==> src/rtl/pdl_ctl.sv <==
// pdl_ctl: PDL buffer address/strobe control with push/pop pointer, index and one-cycle deferred write; sticky wrap flag pdl_ovf only when PDL_BOUNDS_EN is defined
module pdl_ctl (
  input  logic       clk,
  input  logic       reset,
  input  logic       step,
  input  logic [9:0] ob,
  input  logic       srcpdlpop,
  input  logic       srcpdltop,
  input  logic       srcpdlx,
  input  logic       destpdltop,
  input  logic       destpdlp,
  input  logic       destpdlx,
  input  logic       destpdlptr,
  input  logic       destpdlidx,
  output logic [9:0] pdla,
  output logic       prp,
  output logic       pwp,
  output logic [9:0] pdlptr,
  output logic [9:0] pdlidx,
  output logic       pdl_stall,
  output logic       pdl_ovf
);
  typedef enum logic {IDLE, WPEND} phase_t;
  phase_t phase;
  logic rd, stall, adv, pop, d_idx, d_top, d_p, d_x, cap;
  logic [9:0] ptr_next, wadr;
  always_comb begin
    rd = step & (srcpdlpop | srcpdltop | srcpdlx);
    stall = (phase == WPEND) & rd;
    adv = step & ~stall;
    pop = srcpdlpop & ~srcpdlx;
    d_idx = destpdlidx & ~destpdlptr;
    d_top = destpdltop & ~destpdlptr & ~destpdlidx;
    d_p = destpdlp & ~destpdlptr & ~destpdlidx & ~destpdltop;
    d_x = destpdlx & ~destpdlptr & ~destpdlidx & ~destpdltop & ~destpdlp;
    cap = d_top | d_p | d_x;
    ptr_next = destpdlptr ? ob : pdlptr - {9'd0, pop} + {9'd0, d_top};
    pwp = ~reset & (phase == WPEND);
    prp = ~reset & rd & (phase == IDLE);
    pdl_stall = ~reset & stall;
    pdla = reset ? 10'd0 : (phase == WPEND) ? wadr : srcpdlx ? pdlidx : pdlptr;
  end
  always_ff @(posedge clk) begin
    if (reset) begin
      phase <= IDLE;
      pdlptr <= 10'd0;
      pdlidx <= 10'd0;
      wadr <= 10'd0;
    end else if (adv) begin
      pdlptr <= ptr_next;
      if (d_idx) pdlidx <= ob;
      if (cap) wadr <= d_x ? pdlidx : ptr_next;
      phase <= cap ? WPEND : IDLE;
    end else begin
      phase <= IDLE;
    end
  end
`ifdef PDL_BOUNDS_EN
  always_ff @(posedge clk) begin
    if (reset) pdl_ovf <= 1'b0;
    else if (adv & destpdlptr) pdl_ovf <= 1'b0;
    else if (adv & ((d_top & ~pop & (&pdlptr)) | (pop & ~d_top & ~(|pdlptr)))) pdl_ovf <= 1'b1;
  end
`else
  assign pdl_ovf = 1'b0;
`endif
endmodule
==> config.mk <==
export PLATFORM = sky130hd
export DESIGN_NAME = pdl_ctl
export DESIGN_NICKNAME = d
export VERILOG_FILES = /design/src/rtl/pdl_ctl.sv
export SDC_FILE = /design/constraint.sdc
export NUM_CORES = 1
export LEC_CHECK = 0
export BUFFER_PORTS_ARGS = -buffer_cell sky130_fd_sc_hd__buf_2
export CORE_MARGIN = 5
export CORE_UTILIZATION = 30
export DETAILED_ROUTE_END_ITERATION = 8
export GPL_TIMING_DRIVEN = 0
export PLACE_DENSITY = 0.61
export SETUP_SLACK_MARGIN = 0.1
export SYNTH_ARGS = -nofsm -noshare
export SYNTH_HDL_FRONTEND = slang
export SYNTH_SLANG_ARGS = --single-unit
==> constraint.sdc <==
create_clock -name clk -period 2.9 [get_ports clk]
set_input_delay 0.145 -clock clk [delete_from_list [all_inputs] [get_ports clk]]
set_output_delay 0.145 -clock clk [all_outputs]
set_load 0.02 [all_outputs]
==> impl_results.md, run 1 <==
- Root buf cell: clkbuf_8
- #FFs+latches synth: 31
- Final Non-Filler Cells: 444
- First-pass iteration count of the detailed router: 4
- Unrepaired setup endpoints after global routing: no
- Register Area: 621 µm²
- WL final: 7240 µm
- Critical Path Sink Type: register
- Status: complete, no violations
- Worst Max-Slew Pin Slew: 0.638 ns
- Postcts setup bufs: 0
- Yosys top cell by area: dfxtp_1
- Pwr per Cell Area: 490 mW/mm²
- Max Freq: 388 MHz
- CTS Buffer Depth: 2
- Worst path required time: 3.10 ns
- Core area: 0.00721 mm²
- DR WL/cell: 16.3 µm
- ANT nets after route: 0
- Core Rows: 31
- Die ar.: 0.00920 mm²
- Post-layout min period: 2.58 ns
- Final Worst Setup Slack: 0.325 ns
- Syn_nets: 319
- Reg2Reg Depth: 7
- HP Class: in -> reg
- Cell Int Power: 0.840 mW
- Hold_buf cts: 0
- Setup TNS: 0 ns
- Combinational fraction of design power: 34.3%
- Main synth FF type: dfxtp_1
- # setup viols final: 0
- Area of the multi-input gates: 0.00144 mm²
- DP HPWL: 5580 µm
- Tcrit/Tclk final: 88.8%
- Slew Limit Headroom: 57.1%
- End of the critical path: pdlptr[6]
- Max-cap viol count: 0
- Clock power share: 29.0%
- Gate Count Post-Synth: 287
- Total CTS buffers: 5
- Fin. max-slew vios: 0
- Placer Congestion: 0.894
- Worst Setup SP: destpdlptr
- Post-synth EDFFs: 0
- Sequential cell area fraction in the yosys report: 28.0%
- Reg2reg setup slack: 0.56 ns
- Clk sinks: 31
- Layout cells sized above 1: 22.0%
- I/O pins: 55
- Grt ovf: 0
- Largest net degree at the start of global routing: 14
- Sw frac: 36.4%
- Clock tree from TritonCTS: done
- Synthesized area: 0.00221 mm²
- Cell variety after synth: 50
- Worst Skew: 0.00378 ns
- Vias: 2307
- Final hold violation count: 0
- Antenna cell count: 0
- Top cells by area, synth: dfxtp_1 28%, nor2_1 11%, mux2i_1 10%
- Initial antenna violation count: 0
- Final core utilization: 37.4%
- Post-synth top area share: 28.0%
- Ys async rst share: 0%
- Later-pin clock latency in the skew report: 0.28 ns
- Clk slew on worst S/H paths: 0.07 ns
- Port bufs: 51
- DIE WIDTH: 95.9 µm
- Crit path kind: in -> reg
- Most common library cells after synthesis: 63 x nor2_1, 31 x dfxtp_1, 23 x mux2i_1
- Sequential share of power: 36.7%
- Fill cells: 796
- Area added between synthesis and finish: 21.8%
- Global-route wire length before repair: 11500 µm
- H-tree depth: 2
- Power Total: 1.32 mW
- Critical path startpoint category: input pin
- LEAKAGE: 1.27 nW
- Crit-path max FO: 8
- Gr usage total: 16.3%
- Vias in the first global route: 2196
- Worst hold start: ob[6]
- Yosys warns: 0
- Chip Height: 95.9 µm
- R2R Path Start: pdlptr[1]
- Synth Area per Inst: 7.72 µm²
- Drc violations: 0
- Worst r2r dst: pdlptr[7]
- Pre-CTS setup slack: -0.328 ns
- Vias per cell: 5.20
- Max VDD drop: 0.274 mV
- Initial Util: 30.7%
- Arrival time worst endpoint: 2.77 ns
- Iter 0 DRT Violations: 152
- Placed Cells incl. Taps: 437
- Nets: 376
- Most common cell in the netlist: nor2_1
- Net switching power: 0.480 mW
==> power groups by stage <==
stage | Sequential, mW | Clock [mW] | Combinational [mW]
global placement | 0.495 | 0 | 0.440
finish | 0.484 | 0.383 | 0.453
global route | 0.488 | 0.404 | 0.502
CTS | 0.485 | 0.385 | 0.450
detailed placement | 0.494 | 0 | 0.449
floorplan | 0.507 | 0 | 0.300
==> how the worst min path moves through the flow <==
stage                      to  cells past startpoint  slack (ns)
floorplan           pdlidx[0]                      2        0.29
global placement    pdlidx[0]                      3        0.40
detailed placement  pdlidx[0]                      3        0.41
CTS                 pdlidx[2]                      3        0.12
global route        pdlidx[0]                      3        0.12
finish              pdlidx[6]                      3        0.11
==> registers in the layout, indices dropped and copies added (netlist names) <==
name    count
pdlidx     10
wadr       10
pdlptr     10
phase       1
==> cell type report <==
class,instances,share of cell area [%]
multi-input cells,220,53.3
flip-flops and latches,31,23.0
repair buffers,51,9.46
well taps,99,4.59
clock buffers,8,3.71
plain buffers,19,3.66
inverters,16,2.23
==> what timing repair did <==
action / 4_1_cts / 5_1_grt
hold endpoints to repair: 0 / 0
endpoints found under the setup margin: 4 / 2
resized for setup: 0 / 2
==> metal layers <==
layer / part of all wire (%) / vias up / track usage, %
li1: - / 1140 / -
met1: 46 / 1089 / 22.3
met2: 47 / 71 / 26.0
met3: 6.8 / 7 / 3.36
met4: 0.66 / 0 / 4.50
met5: 0 / - / 0
==> per-stage QoR <==
step / instance area [µm²] / hold slack [ns]
floorplan: 2210 / 0.289
global placement: 2590 / 0.401
detailed placement: 2590 / 0.411
CTS: 2690 / 0.120
global route: 2700 / 0.124
finish: 2700 / 0.114
==> cells by family after synthesis <==
kind of cell,share of synthesized area (%)
AO/OA/AOI/OAI,22.3
multiplexers,10.4
AND/OR/NAND/NOR,24.0
flip-flops,28.0
other,0.169
XOR/XNOR,1.19
buffers and inverters,7.34
adder cells (fa/ha/maj),6.55
==> cell usage in the layout (no fill, tap or decap), types with 6 or more instances in the layout <==
cell type,count
dfxtp_1,31
nor3_1,6
nand2_1,18
clkbuf_8,7
ha_1,10
clkbuf_1,8
buf_2,58
a211oi_1,13
a21oi_1,20
inv_1,16
mux2i_1,23
nor2_1,62
==> critical path, stage by stage <==
cell      delay (ns)
clkbuf_1        0.19
nor2_2          0.24
nand2_1         0.08
ha_1            0.27
inv_1           0.05
ha_1            0.20
inv_1           0.07
fa_1            0.40
nand2b_1        0.24
a2111o_1        0.39
o211ai_1        0.18
a21oi_1         0.08
a211oi_1        0.24
Note: power is estimated with default switching activity, not from simulation.
==> run 2: changes to the inputs <==
--- a/config.mk
+++ b/config.mk
@@ -7,10 +7,10 @@
 export LEC_CHECK = 0
 export BUFFER_PORTS_ARGS = -buffer_cell sky130_fd_sc_hd__buf_2
 export CORE_MARGIN = 5
-export CORE_UTILIZATION = 30
+export CORE_UTILIZATION = 50
 export DETAILED_ROUTE_END_ITERATION = 8
 export GPL_TIMING_DRIVEN = 0
-export PLACE_DENSITY = 0.61
+export PLACE_DENSITY = 0.87
 export SETUP_SLACK_MARGIN = 0.1
 export SYNTH_ARGS = -nofsm -noshare
 export SYNTH_HDL_FRONTEND = slang
==> constraint.sdc (replaced) <==
create_clock -name clk -period 3.1 [get_ports clk]
set_input_delay 0.155 -clock clk [delete_from_list [all_inputs] [get_ports clk]]
set_output_delay 0.155 -clock clk [all_outputs]
set_load 0.02 [all_outputs]
==> run 2 against run 1 <==
  * Clock skew down 0.00092 ns
  * Combinational power decreased by 7.7%
  * Critical endpoint unchanged
  * Register-to-register slack improved by 0.18 ns
  * Design area shrank 2.5%
  * Total power is 6.9% lower
  * Final cell count down 11%
  * Hold slack improved by 0.0061 ns
==> impl_results.md, run 2 (synthesis gave the netlist of run 1 again) <==
- Later-pin clock latency in the skew report: 0.29 ns (about the same)
- HP Class: in -> reg
- WL final: 6960 µm (-3.8%)
- Core Rows: 24 (-23%)
- Cell family with most CP delay: adder cells
- Clock tree from TritonCTS: done
- Clk sinks: 31 (unchanged)
- Port bufs: 51 (unchanged)
- Die ar.: 0.00586 mm² (-36%)
- Placed Cells incl. Taps: 390 (-11%)
- Initial Util: 51.2% (+21 points)
- Nets: 376 (unchanged)
- Worst Skew: 0.00287 ns (-0.000918 ns)
- Core area: 0.00432 mm² (-40%)
- Vias in the first global route: 2287 (+4.1%)
- Final hold slack: 0.120 ns (+0.00607 ns)
- Max Freq: 383 MHz
- Worst path max stage delay: 0.41 ns (about the same)
- Drc violations: 0 (unchanged)
- Worst Max-Slew Pin Slew: 0.612 ns (-0.0263 ns)
- I/O pins: 55 (unchanged)
- ANT nets after route: 0 (unchanged)
- Largest net degree at the start of global routing: 11 (-3)
- Unrepaired setup endpoints after global routing: no
- DIE WIDTH: 76.6 µm (-20%)
- Critical path startpoint category: input pin
- Final Non-Filler Cells: 397 (-11%)
- Gr usage total: 23.5% (+7.2 points)
- Fin. max-slew vios: 0 (unchanged)
- Slew Limit Headroom: 59.2% (+2.1 points)
- DP Area: 0.00253 mm² (-2.3%)
- Pwr per Cell Area: 467 mW/mm² (-4.5%)
- Power Total: 1.23 mW (-6.9%)
- Critical Path Sink Type: register
- Post-layout min period: 2.61 ns
- Regs by FF count: pdlidx x10, pdlptr x10, wadr x10
- Status: complete, no violations
- Worst path bufs/invs: 3 (unchanged)
- Max VDD drop: 0.269 mV (-1.7%)
- Global-route wire length before repair: 11200 µm (-2.6%)
- Placer Congestion: 0.892 (-0.21%)
- Most common cell after layout, fill and taps aside: nor2_1
- Clk slew on worst S/H paths: 0.06 ns (about the same)
- Layout cells sized above 1: 21.4% (-0.58 points)
- Antenna cell count: 0 (unchanged)
- Post_cts resized: 0 (unchanged)
- Iter 0 DRT Violations: 209 (+38%)
- Chip Height: 76.6 µm (-20%)
- H-tree depth: 2 (unchanged)
- Crit path kind: in -> reg
- DP HPWL: 4940 µm (-11%)
- Postcts setup bufs: 0 (unchanged)
- Worst path required time: 3.31 ns (+0.21 ns)
- First-pass iteration count of the detailed router: 5 (+1)
- Max-cap viol count: 0 (unchanged)
- Worst-path cell chain: clkbuf_1 > nor2_1 > nand2_1 > ha_1 > inv_1 > ha_1 > inv_1 > fa_1 > nand2b_1 > a2111o_1 > o211ai_1 > a21oi_1 > a211oi_1
- CTS Buffer Depth: 2 (unchanged)
- DR WL/cell: 17.5 µm (+7.5%)
- Tcrit/Tclk final: 84.2%
- Grt ovf: 0 (unchanged)
- Area added between synthesis and finish: 18.8%
- LEAKAGE: 1.27 nW (about the same)
- Finished Cell Area: 0.00263 mm² (-2.5%)
- Initial antenna violation count: 0 (unchanged)
- Total CTS buffers: 5 (unchanged)
- Vias: 2410 (+4.5%)
- Vias per cell: 6.07 (+17%)
- Final hold violation count: 0 (unchanged)
- Slowest CP cell: fa_1
- Crit-path max FO: 8 (unchanged)
- Most frequent cells in the layout: 63 x nor2_1, 58 x buf_2, 31 x dfxtp_1
- # setup viols final: 0 (unchanged)
- Arrival time worst endpoint: 2.82 ns (+0.05 ns)
- Root buf cell: clkbuf_8
==> run 2: cell counts in the layout (fill, tap and decap cells not counted) <==
Identical to the previous run, type by type.
==> run 2: where the power goes <==
part | total, mW | internal (mW) | switching (mW)
logic | 0.418 | 0.159 | 0.259
clock network | 0.359 | 0.202 | 0.157
registers | 0.453 | 0.423 | 0.0294
total | 1.23 | 0.785 | 0.445
==> run 2: path summary, 6_finish.rpt <==
| kind | endpoint | cells after the start | start | slack [ns] |
|---|---|---|---|---|
| setup / recovery | pdlptr[6] | 13 | destpdlptr | 0.49 |
| hold / removal | pdlidx[8] | 3 | ob[8] | 0.12 |
| setup reg to reg | pdlptr[7] | 7 | pdlptr[1] | 0.74 |
| hold reg to reg | wadr[0] | 2 | wadr[0] | 0.46 |
==> run 2: layout make-up <==
cell class / instances / area [µm²]
plain buffers: 19 / 98.8
clock buffers: 8 / 100
fillers: 408 / 1690
inverters: 16 / 60.1
multi-input cells: 220 / 1430
flip-flops and latches: 31 / 621
well taps: 52 / 65.1
repair buffers: 51 / 255
==> run 2: routing by layer <==
metal / part of all wire (%) / track usage (%) / up-vias / routed length (µm)
met5: 0 / 0 / - / 0
met4: 3.2 / 9.44 / 0 / 226
met3: 8.3 / 6.03 / 27 / 581
met2: 47 / 38.4 / 143 / 3250
met1: 42 / 29.2 / 1094 / 2910
li1: - / - / 1146 / -
==> run 2: stage by stage <==
step / utilization, % / setup WS, ns / TNS, ns
floorplan: - / 0.374 / 0
global placement: 58.6 / -0.0505 / -0.0929
detailed placement: 58.6 / -0.120 / -0.333
CTS: 60.9 / 0.137 / 0
global route: 60.9 / 0.207 / 0
finish: 60.9 / 0.491 / 0
==> run 2: worst min-delay path, stage by stage <==
cell     delay (ns)
buf_2          0.09
mux2i_1        0.06
nor2_1         0.07
==> run 2: timing repair <==
action                     in CTS  in global routing
hold buffers                    0                  0
setup endpoints to repair       0                  6
hold endpoints to repair        0                  0
==> run 3: changes to the inputs <==
--- a/config.mk
+++ b/config.mk
@@ -5,9 +5,10 @@
 export SDC_FILE = /design/constraint.sdc
 export NUM_CORES = 1
 export LEC_CHECK = 0
+export ABC_AREA = 1
 export BUFFER_PORTS_ARGS = -buffer_cell sky130_fd_sc_hd__buf_2
 export CORE_MARGIN = 5
-export CORE_UTILIZATION = 50
+export CORE_UTILIZATION = 48
 export DETAILED_ROUTE_END_ITERATION = 8
 export GPL_TIMING_DRIVEN = 0
 export PLACE_DENSITY = 0.87
==> constraint.sdc (replaced) <==
create_clock -name clk -period 2.3 [get_ports clk]
set_input_delay 0.115 -clock clk [delete_from_list [all_inputs] [get_ports clk]]
set_output_delay 0.115 -clock clk [all_outputs]
set_load 0.02 [all_outputs]
==> run 3 against run 2 <==
  * Clock skew rose by 0.0067 ns
  * Largest cell class unchanged
  * Critical path type unchanged
  * Via count fell by 2.4%
  * Clock power rose by 59%
  * Register-to-register slack got worse by 0.37 ns
  * Worst setup slack got worse by 0.16 ns
  * Hold slack got worse by 0.019 ns
  * Non-clock buffer count fell by 4
==> impl_results.md, run 3 <==
- Status: complete, no violations
- WL final: 6020 µm (-13%)
- Crit path kind: in -> reg
- Grt ovf: 0 (unchanged)
- Arrival time worst endpoint: 2.16 ns (-0.66 ns)
- Syn_nets: 361 (+13%)
- Global-route wire length before repair: 10200 µm (-9.4%)
- Critical Path Sink Type: register
- H-tree depth: 2 (unchanged)
- Nets: 420 (+12%)
- Fill cells: 422 (+3.4%)
- Vias: 2353 (-2.4%)
- Core Rows: 24 (unchanged)
- Finished Cell Area: 0.00259 mm² (-1.7%)
- Chip Height: 76.4 µm (-0.26%)
- Max VDD drop: 0.288 mV (+7.1%)
- Most frequent cells in the layout: 75 x nand2_1, 56 x buf_2, 43 x inv_1
- Drc violations: 0 (unchanged)
- Ys async rst share: 0% (unchanged)
- Yosys warns: 0 (unchanged)
- Main synth FF type: dfxtp_1
- Worst Skew: 0.00957 ns (+0.00671 ns)
- Worst path bufs/invs: 4 (+1)
- Area of the multi-input gates: 0.00126 mm² (-12%)
- Max Freq: 507 MHz
- Antenna cell count: 0 (unchanged)
- Crit-path max FO: 9 (+1)
- Clk sinks: 31 (unchanged)
- Worst path max stage delay: 0.34 ns (-0.07 ns)
- Yosys top cell by area: dfxtp_1
- DIE WIDTH: 76.4 µm (-0.26%)
- #FFs+latches synth: 31 (unchanged)
- Worst Max-Slew Pin Slew: 0.515 ns (-0.0964 ns)
- Root buf cell: clkbuf_8
- Final hold violation count: 0 (unchanged)
- Vias per cell: 5.34 (-12%)
- Clk slew on worst S/H paths: 0.07 ns (about the same)
- Initial Util: 48.9% (-2.3 points)
- Sequential cell area fraction in the yosys report: 29.4% (+1.3 points)
- DP Area: 0.00244 mm² (-3.8%)
- Die ar.: 0.00583 mm² (-0.52%)
- Placer Congestion: 0.856 (-4.0%)
- Later-pin clock latency in the skew report: 0.29 ns (about the same)
- Layout cells sized above 1: 23.9% (+2.5 points)
- Pwr per Cell Area: 676 mW/mm² (+45%)
- Synth Area per Inst: 6.42 µm² (-17%)
- Port bufs: 52 (+2.0%)
- DR WL/cell: 13.7 µm (-22%)
- Unrepaired setup endpoints after global routing: no
- Cell family with most CP delay: simple AND/OR/NAND/NOR gates
- Cell variety after synth: 35 (-30%)
- Tcrit/Tclk final: 85.7%
- Gr usage total: 20.6% (-2.9 points)
- Post-layout min period: 1.97 ns
- Iter 0 DRT Violations: 211 (+0.96%)
- Slew Limit Headroom: 65.6% (+6.4 points)
- Synthesized area: 0.00211 mm² (-4.6%)
- Top cells by area, synth: dfxtp_1 29%, nand2_1 13%, a21oi_1 9.0%
- Initial antenna violation count: 0 (unchanged)
- DP HPWL: 4590 µm (-7.2%)
- Post-synth top area share: 29.4% (+1.3 points)
- ANT nets after route: 0 (unchanged)
- Vias in the first global route: 2262 (-1.1%)
- First-pass iteration count of the detailed router: 5 (unchanged)
- Most common cell in the netlist: nand2_1
- LEAKAGE: 1.35 nW (+6.7%)
- Fin. max-slew vios: 0 (unchanged)
- Pre-CTS setup slack: -0.332 ns (-0.212 ns)
- Gate Count Post-Synth: 329 (+15%)
- Post-synth EDFFs: 0 (unchanged)
- HP Class: in -> reg
- Largest net degree at the start of global routing: 14 (+3)
- # setup viols final: 0 (unchanged)
- Critical path startpoint category: input pin
- CTS Buffer Depth: 2 (unchanged)
- Max-cap viol count: 0 (unchanged)
- Core area: 0.00432 mm² (unchanged)
- Register Area: 621 µm² (unchanged)
- Total CTS buffers: 5 (unchanged)
- Final Worst Setup Slack: 0.329 ns (-0.162 ns)
- Most used cell, CP: nand2_1
- Area added between synthesis and finish: 22.4%
- I/O pins: 55 (unchanged)
- Worst path required time: 2.49 ns (-0.82 ns)
- Regs by FF count: pdlidx x10, pdlptr x10, wadr x10
- Most common cell after layout, fill and taps aside: nand2_1
- Clock tree from TritonCTS: done
- Slowest CP cell: fa_2
- Most common library cells after synthesis: 76 x nand2_1, 43 x inv_1, 38 x a21oi_1
- Worst-path cell chain: buf_2 > nor2_4 > nand2_1 > ha_1 > inv_1 > ha_2 > inv_1 > fa_2 > nand3b_1 > nand2_2 > nand2_1 > nand3_1 > nand3_2 > nand2_1 > nand2_1 > nand2_1 > inv_1
[run 3: cell type report]
class | count | area share [%]
buffer | 13 | 2.71
clock buffer | 6 | 3.19
clock inverter | 2 | 1.35
inverter | 49 | 7.21
multi-input combinational | 235 | 48.6
sequential | 31 | 24.0
tap | 52 | 2.51
timing repair buffer | 53 | 10.4
[run 3: timing repair]
action	4_1_cts	5_1_grt
buffers inserted	0	1
pin swaps	0	1
endpoints found under the hold margin	0	0
endpoints found under the setup margin	6	7
resized for setup	0	8
hold buffers	0	0
[run 3: power by group]
group / internal (mW) / total (mW) / leakage, nW / switching [mW]
clock network: 0.351 / 0.572 / 0.0612 / 0.222
logic: 0.202 / 0.567 / 1.04 / 0.365
registers: 0.573 / 0.609 / 0.255 / 0.0354
total: 1.13 / 1.75 / 1.35 / 0.622
[run 3: routing by layer]
| metal | global-route usage [%] | wire length, µm | vias to the layer above |
|---|---|---|---|
| met5 | 0 | 0 | - |
| met4 | 7.69 | 82 | 0 |
| met3 | 3.07 | 417 | 8 |
| met2 | 35.6 | 2980 | 99 |
| met1 | 25.5 | 2550 | 1061 |
| li1 | - | - | 1185 |
[run 3: worst reg2reg max path, delay by kind of cell, from the launching register on]
kind | cells | cell delay, ns
buffers and inverters | 2 | 0.09
DFF | 1 | 0.40
and+or+nand+nor | 8 | 0.77
adders and majority gates | 2 | 0.57
[run 3: logic make-up (layout without fill, tap and decap cells)]
family | Yosys count | count (layout) | synth area share, %
AOI/OAI and AO/OA | 94 | 94 | 23.9
and+or+nand+nor | 126 | 126 | 26.2
adders and majority gates | 11 | 11 | 6.87
xor gates and xnor gates | 3 | 3 | 1.24
DFF | 31 | 31 | 29.4
buffers and inverters | 63 | 123 | 12.3
other | 1 | 1 | 0.177
[run 3: final timing paths]
check,cells past startpoint,startpoint,endpoint,slack (ns)
worst min-delay path,3,ob[6],pdlidx[6],0.10
worst max-delay path,17,destpdlptr,pdlptr[8],0.33
worst max register to register,12,pdlptr[0],pdlptr[8],0.37
worst min register to register,2,wadr[0],wadr[0],0.46
[run 3: through the flow]
| stage | power, mW | cells | TNS [ns] | util, % | hold WS, ns |
|---|---|---|---|---|---|
| floorplan | 1.01 | 329 | 0 | - | 0.289 |
| global placement | 1.15 | 433 | -1.71 | 56.4 | 0.401 |
| detailed placement | 1.16 | 433 | -1.98 | 56.4 | 0.400 |
| CTS | 1.73 | 440 | 0 | 59.0 | 0.0998 |
| global route | 1.85 | 441 | 0 | 59.8 | 0.125 |
| finish | 1.75 | 441 | 0 | 59.8 | 0.101 |
